--- config.mk ---
export PLATFORM = sky130hd
export DESIGN_NAME = rmii_rx_to_axis
export DESIGN_NICKNAME = d
export VERILOG_FILES = /design/src/rtl/rmii_rx_to_axis.sv
export SDC_FILE = /design/constraint.sdc
export NUM_CORES = 1
export LEC_CHECK = 0
export CAP_MARGIN = 40
export CORE_MARGIN = 2
export CORE_UTILIZATION = 45
export CTS_BUF_LIST = sky130_fd_sc_hd__clkbuf_8 sky130_fd_sc_hd__clkbuf_16
export CTS_CLUSTER_DIAMETER = 50
export DETAILED_ROUTE_END_ITERATION = 6
export GPL_TIMING_DRIVEN = 0
export PLACE_DENSITY = 0.77
export SLEW_MARGIN = 5
export SYNTH_ARGS = -nofsm -noshare
export SYNTH_HDL_FRONTEND = slang
export SYNTH_SLANG_ARGS = --single-unit
--- constraint.sdc ---
create_clock -name clk -period 5.4 [get_ports clk]
set_input_delay 1.62 -clock clk [delete_from_list [all_inputs] [get_ports clk]]
set_output_delay 1.62 -clock clk [all_outputs]
set_load 0.005 [all_outputs]
--- src/rtl/rmii_rx_to_axis.sv ---
`timescale 1ns/1ps
// RMII receiver: strips preamble/SFD, assembles LSB-first dibits into bytes and
// streams them as a back-pressure-free AXI-Stream, counting good and errored frames.
module rmii_rx_to_axis #(
  parameter int MIN_PREAMBLE = 4
) (
  input  logic        clk,
  input  logic        sresetn,
  input  logic [1:0]  rxd,
  input  logic        crs_dv,
  input  logic        rx_er,
  output logic        rx_axis_tvalid,
  output logic [7:0]  rx_axis_tdata,
  output logic        rx_axis_tlast,
  output logic        rx_axis_tuser,
  output logic [15:0] frame_count,
  output logic [15:0] error_count
);
  localparam int PW = (MIN_PREAMBLE < 1) ? 1 : $clog2(MIN_PREAMBLE + 1);
  localparam logic [PW-1:0] PRE_MIN = PW'(MIN_PREAMBLE);

  typedef enum logic [1:0] {WAIT_IDLE, IDLE, PREAMBLE, DATA} state_t;

  logic [1:0]    rxd_s1_q, rxd_s2_q;
  logic          crs_s1_q, crs_s2_q, er_s1_q, er_s2_q;
  state_t        state_q, state_d;
  logic [PW-1:0] pre_cnt_q, pre_cnt_d;
  logic [1:0]    pos_q, pos_d;
  logic [5:0]    sr_q, sr_d;
  logic [7:0]    hold_q, hold_d;
  logic          hold_full_q, hold_full_d;
  logic          err_q, err_d;
  logic          pend_q, pend_d, pend_user_q, pend_user_d;
  logic          tvalid_q, tvalid_d, tlast_q, tlast_d, tuser_q, tuser_d;
  logic [7:0]    tdata_q, tdata_d;
  logic [15:0]   frame_count_q, frame_count_d, error_count_q, error_count_d;
  logic          commit, eof, emit, emit_last, emit_user, count_err;

  // The dibit in stage 2 is kept if carrier was seen in its own cycle or the next.
  assign commit = crs_s1_q | crs_s2_q;
  assign eof    = !commit;

  always_comb begin
    state_d       = state_q;
    pre_cnt_d     = pre_cnt_q;
    pos_d         = pos_q;
    sr_d          = sr_q;
    hold_d        = hold_q;
    hold_full_d   = hold_full_q;
    err_d         = err_q;
    pend_d        = pend_q;
    pend_user_d   = pend_user_q;
    tvalid_d      = 1'b0;
    tlast_d       = 1'b0;
    tuser_d       = 1'b0;
    tdata_d       = tdata_q;
    frame_count_d = frame_count_q;
    error_count_d = error_count_q;
    emit          = 1'b0;
    emit_last     = 1'b0;
    emit_user     = 1'b0;
    count_err     = 1'b0;

    // A tlast beat deferred one cycle so tvalid never asserts back-to-back.
    if (pend_q) begin
      emit        = 1'b1;
      emit_last   = 1'b1;
      emit_user   = pend_user_q;
      pend_d      = 1'b0;
      hold_full_d = 1'b0;
    end

    case (state_q)
      WAIT_IDLE: if (eof) state_d = IDLE;
      IDLE: begin
        if (commit && rxd_s2_q == 2'b01) begin
          state_d   = PREAMBLE;
          pre_cnt_d = PW'(1);
        end
      end
      PREAMBLE: begin
        if (eof || er_s2_q) begin
          state_d = WAIT_IDLE;
        end else if (rxd_s2_q == 2'b01) begin
          if (pre_cnt_q < PRE_MIN) pre_cnt_d = pre_cnt_q + 1'b1;
        end else if (rxd_s2_q == 2'b11 && pre_cnt_q >= PRE_MIN) begin
          state_d = DATA;
          pos_d   = 2'd0;
          err_d   = 1'b0;
        end else begin
          state_d = WAIT_IDLE;
        end
      end
      DATA: begin
        if (eof) begin
          state_d = IDLE;
          if (hold_full_q) begin
            if (tvalid_q) begin
              pend_d      = 1'b1;
              pend_user_d = err_q | (pos_q != 2'd0);
            end else begin
              emit        = 1'b1;
              emit_last   = 1'b1;
              emit_user   = err_q | (pos_q != 2'd0);
              hold_full_d = 1'b0;
            end
          end else begin
            count_err = 1'b1;
          end
        end else begin
          if (er_s2_q && crs_s2_q) err_d = 1'b1;
          case (pos_q)
            2'd0: sr_d[1:0] = rxd_s2_q;
            2'd1: sr_d[3:2] = rxd_s2_q;
            2'd2: sr_d[5:4] = rxd_s2_q;
            default: begin
              emit        = hold_full_q;
              hold_d      = {rxd_s2_q, sr_q};
              hold_full_d = 1'b1;
            end
          endcase
          pos_d = pos_q + 2'd1;
        end
      end
      default: state_d = WAIT_IDLE;
    endcase

    if (emit) begin
      tvalid_d = 1'b1;
      tdata_d  = hold_q;
      tlast_d  = emit_last;
      tuser_d  = emit_user;
      if (emit_last) begin
        if (emit_user) count_err = 1'b1;
        else if (frame_count_q != 16'hFFFF) frame_count_d = frame_count_q + 16'd1;
      end
    end
    if (count_err && error_count_q != 16'hFFFF) error_count_d = error_count_q + 16'd1;
  end

  always_ff @(posedge clk) begin
    if (!sresetn) begin
      // Carrier history resets high so a frame in progress must first go idle.
      rxd_s1_q      <= 2'b00;
      rxd_s2_q      <= 2'b00;
      crs_s1_q      <= 1'b1;
      crs_s2_q      <= 1'b1;
      er_s1_q       <= 1'b0;
      er_s2_q       <= 1'b0;
      state_q       <= WAIT_IDLE;
      pre_cnt_q     <= '0;
      pos_q         <= 2'd0;
      sr_q          <= 6'd0;
      hold_q        <= 8'd0;
      hold_full_q   <= 1'b0;
      err_q         <= 1'b0;
      pend_q        <= 1'b0;
      pend_user_q   <= 1'b0;
      tvalid_q      <= 1'b0;
      tlast_q       <= 1'b0;
      tuser_q       <= 1'b0;
      tdata_q       <= 8'd0;
      frame_count_q <= 16'd0;
      error_count_q <= 16'd0;
    end else begin
      rxd_s1_q      <= rxd;
      rxd_s2_q      <= rxd_s1_q;
      crs_s1_q      <= crs_dv;
      crs_s2_q      <= crs_s1_q;
      er_s1_q       <= rx_er;
      er_s2_q       <= er_s1_q;
      state_q       <= state_d;
      pre_cnt_q     <= pre_cnt_d;
      pos_q         <= pos_d;
      sr_q          <= sr_d;
      hold_q        <= hold_d;
      hold_full_q   <= hold_full_d;
      err_q         <= err_d;
      pend_q        <= pend_d;
      pend_user_q   <= pend_user_d;
      tvalid_q      <= tvalid_d;
      tlast_q       <= tlast_d;
      tuser_q       <= tuser_d;
      tdata_q       <= tdata_d;
      frame_count_q <= frame_count_d;
      error_count_q <= error_count_d;
    end
  end

  assign rx_axis_tvalid = tvalid_q;
  assign rx_axis_tdata  = tdata_q;
  assign rx_axis_tlast  = tlast_q;
  assign rx_axis_tuser  = tuser_q;
  assign frame_count    = frame_count_q;
  assign error_count    = error_count_q;
endmodule
After elaboration in Yosys (flattened, before gate mapping)
Index checks and enable logic that the tools add are counted.

operators by class
  add/subtract/negate cells = 4
  $mul = 0
  div/mod/pow operators = 0
  magnitude comparators = 2
  equal/unequal tests = 19
  shifts and indexed selects = 0
  mux-type cells = 49
  bitwise logic cells = 8
  reduce and logical (&&, ||, !) cells = 25

operators with widths
  cell                     count
  $add A16 B1 Y16 const B  2
  $mux W1                  32
  $ne A16 B16 Y1 const B   2
  $mux W2                  9
  $ne A2 B2 Y1 const B     9
  $reduce_and A3 Y1        5
  $mux W3                  4
  $reduce_and A5 Y1        2
  $eq A2 B2 Y1 const B     4
  $reduce_and A4 Y1        2
  $eq A2 B1 Y1 const B     3
  $not A1 Y1               6
  $pmux W2 S3              1
  $pmux W3 S2              1
  $reduce_and A6 Y1        1
  $reduce_bool A2 Y1       3
  $logic_and A1 B1 Y1      4
  $logic_not A2 Y1         2
  $pmux W2 S2              1
  $reduce_or A4 Y1         1
  $add A3 B1 Y3 const B    1
  $ge A3 B3 Y1 const B     1
  $lt A3 B3 Y1 const B     1
  $ne A3 B3 Y1 const B     1
  other kinds (8)          9

storage, ports and cells
  bits in registers = 76
  bits in latches = 0
  bits in writable memories = 0
  ROM bits = 0
  output and inout port bits = 43
  word-level logic and storage cells = 130
  memories kept = 0

Logic depth before layout (Yosys ltp)
  depth in word-level cells = 10
  depth in mapped cells = 10
  gate-level depth less buffers = 8

Worst setup path before layout
Ideal clock, no wire load.

  kind = input port to flip-flop
  start = in sresetn
  end = reg error_count_q[0], in the netlist error_count[0]
  library setup time = 0.128 ns
  data arrival time = 2.302 ns
  data required time = 5.272 ns
  path slack = 2.970 ns
  stages = 4
  path buffers = 2
  cell sequence = inv_2 > clkbuf_1 > buf_1 > nor2_1

RTL lines
  what                  RTL line  source
  from (decl)           8         input logic sresetn,
  to (signal assigned)  186       error_count_q <= error_count_d;
  to (decl)             36        logic [15:0] frame_count_q, frame_count_d, error_count_q, error_count_d;

No word-level cell between the ends.

Worst setup path after layout
  start = in sresetn
  end = reg sr_q[4]

RTL lines
  what                  RTL line  source
  to (signal assigned)  175       sr_q <= sr_d;
  to (decl)             29        logic [5:0] sr_q, sr_d;

No word-level cell between the ends.

==> metrics.cfg <==
[run_status]
outcome=finished, final reports clean

[critical_path]
cp-start-kind=primary input
r2r_slack_ns=3.06
crit_type=primary input to flop
regToRegEndpoint=frame_count[11]$_SDFFE_PN0P_
slowest_delay_ns=0.51
path_max_fanout=10
crit_chain=clkdlybuf4s50_1 -> inv_2 -> clkbuf_1 -> buf_1 -> nor2_1
cp-end-kind=flop
reg2regPathDepth=8
rr_startpoint=state_q[0]$_SDFFE_PN0P_
critPathArrivalTime_ns=3.27
cp.required_ns=5.63
worst_path_max_delay_cell=clkdlybuf4s50_1

[finish]
drive_gt1_frac=0.0831
antennaDiodeCount=0
seqCellArea_sq_mm=0.00152
nFillCells=700
nets=457
fin_util=0.563
area.growth.synth_to_final_pct=22.7
multi_input_area_sq_mm=0.00184

[floorplan]
rows=32
ios=49
die_x_um=92.1
core_sq_mm=0.00761
die_area_sq_mm=0.00849
start_util=0.459
die_h_um=92.1

[pwr]
p_per_area_mw_per_mm2=254
total_leakage_power_nw=1.62
peakVddDrop_mv=0.128

[clock_tree]
cts_buffers=9
cts_root_buf=clkbuf_8
clk_path_buf_depth=2
h-tree-depth=3
cts_tree=yes
post_cts_buffers=0
worstSkewPairLatency_ns=0.35
cts.repair.resized=0
cts.clk_slew.worst_paths_ns=0.09
cts.sink_count=76
cts-hold-fix-buffers=0

[logic_synthesis]
syn_avg_cell_area_sq_um=9.17
synth-main-ff-cell=dfxtp_1
synth_area_leader_cell=dfxtp_1
synthArstFlopShare=0
synth-edff-count=0
synth_common_cells=dfxtp_1, nor2_1, nand2_1, mux2i_1, nand3_1
postSynthCellCount=381
ys_warn_count=0
syn_area_sq_mm=0.00349
post-synth-top-count-cell=dfxtp_1
ys_ff_latch=76
synthTopCellsByArea=dfxtp_1, mux2i_1, nor2_1
yosysSeqAreaShare=0.435
netlist.area_leader.share=0.435
synth_fp_nets=398
ys_types=58

[grt]
antenna_found_initial=0
grt_pass1_vias=2787
gr-total-overflow=0
grt_pass1_wl_um=13000
grtUsageTotal=0.191
grt_max_degree=15

[detailed_routing]
dr.pass1.iters=4
wl_um=7620
vias=2905
vias_per_cell=5.31
wl_per_cell_um=13.9
drc_errors=0
ant_nets=0
drt_iter0_drc=145

[timing]
setup_viol=0
min_period_ns=3.04
fin_skew_ns=0.0126
timing.slew.headroom=0.582
fin_setup_tns_ns=0
rsz0062_at_grt=false
hold_violations=0
fmax_ghz=0.329
slew_viol_final=0
finalCritPeriodShare=0.562
worstMarginPinSlew_ns=0.627

[place]
dp_hpwl_um=5410
place_congestion=0.820
portBuffers=48

[hold_path]
whs_endpoint=rxd_s2_q[0]$_SDFF_PN0_
whs_path_depth=1
min_from=rxd_s1_q[0]$_SDFF_PN0_
hold_path.class=flop to flop

[job]
drv_cap=0

## registers in the layout, indices dropped and copies added (netlist names), 2 cells and up
register and flops:
pre_cnt_q 3, error_count 16, frame_count 16, pos_q 2
state_q 2, hold_q 8, rx_axis_tdata 8, rxd_s2_q 2
rxd_s1_q 2, sr_q 6
## final cells by class
| class | instances | share of cell area |
|---|---|---|
| Multi-Input combinational cell | 278 | 0.428 |
| Sequential cell | 76 | 0.355 |
| Timing Repair Buffer | 48 | 0.112 |
| Clock buffer | 10 | 0.0321 |
| Tap cell | 102 | 0.0298 |
| Buffer | 16 | 0.0222 |
| Clock inverter | 6 | 0.0108 |
| Inverter | 11 | 0.00963 |
## power breakdown
group / internal, mW / switching (mW) / leakage (nW) / total [mW]
clock network: 0.182 / 0.221 / 0.0893 / 0.403
registers: 0.571 / 0.0124 / 0.614 / 0.583
logic: 0.0412 / 0.0604 / 0.916 / 0.102
## worst max-delay path: cells and delay by family
kind,cells,cell delay [ns]
simple gates,1,0.11
buf+inv,4,1.53
## metrics by stage
stage / cells / cell area [sq um] / hold slack [ns] / worst slack (ns) / power, mW
finish: 547 / 4290 / 0.436 / 2.36 / 1.09
global route: 547 / 4290 / 0.460 / 2.23 / 1.13
CTS: 547 / 4290 / 0.440 / 2.36 / 1.10
detailed placement: 531 / 4100 / 0.422 / 1.97 / 0.696
global placement: 531 / 4100 / 0.419 / 1.99 / 0.689
floorplan: 381 / 3490 / 0.412 / 2.97 / 0.669
## layout by cell type (no fill, tap or decap), types with 11 or more instances in the layout
| cell type | synthesis | routed |
|---|---|---|
| ha_1 | 11 | 11 |
| xnor2_1 | 12 | 12 |
| nand2_1 | 30 | 30 |
| nand3_1 | 15 | 15 |
| mux2i_1 | 29 | 29 |
| nand2b_1 | 11 | 11 |
| dfxtp_1 | 76 | 76 |
| a21oi_1 | 14 | 14 |
| clkdlybuf4s50_1 | 0 | 48 |
| nor2_1 | 58 | 58 |
## kinds of logic (layout without fill, tap and decap cells)
kind of cell | count (synthesis) | count (layout) | share of synthesized area
mux | 31 | 31 | 0.0902
fa+ha+maj | 11 | 11 | 0.0394
xor+xnor | 17 | 17 | 0.0426
flops | 76 | 76 | 0.435
compound gates | 44 | 44 | 0.0970
buf+inv | 27 | 91 | 0.0390
simple gates | 175 | 175 | 0.256
## worst max path at each step
stage / startpoint / endpoint / slack, ns / depth (start not counted)
finish: sresetn / sr_q[4]$_SDFFE_PN0P_ / 2.36 / 5
global route: sresetn / error_count[4]$_SDFFE_PN0P_ / 2.23 / 5
CTS: sresetn / sr_q[4]$_SDFFE_PN0P_ / 2.36 / 5
detailed placement: sresetn / sr_q[4]$_SDFFE_PN0P_ / 1.97 / 5
global placement: sresetn / error_count[6]$_SDFFE_PN0P_ / 1.99 / 5
floorplan: sresetn / error_count[0]$_SDFFE_PN0P_ / 2.97 / 4
## layer usage
metal | global-route usage | wire [um] | up-vias
met5 | 0 | 0 | -
met4 | 0.0871 | 114 | 0
met3 | 0.0427 | 221 | 12
met2 | 0.314 | 3760 | 47
met1 | 0.237 | 3520 | 1381
li1 | - | - | 1465
Power figures use the tool's default switching activity.
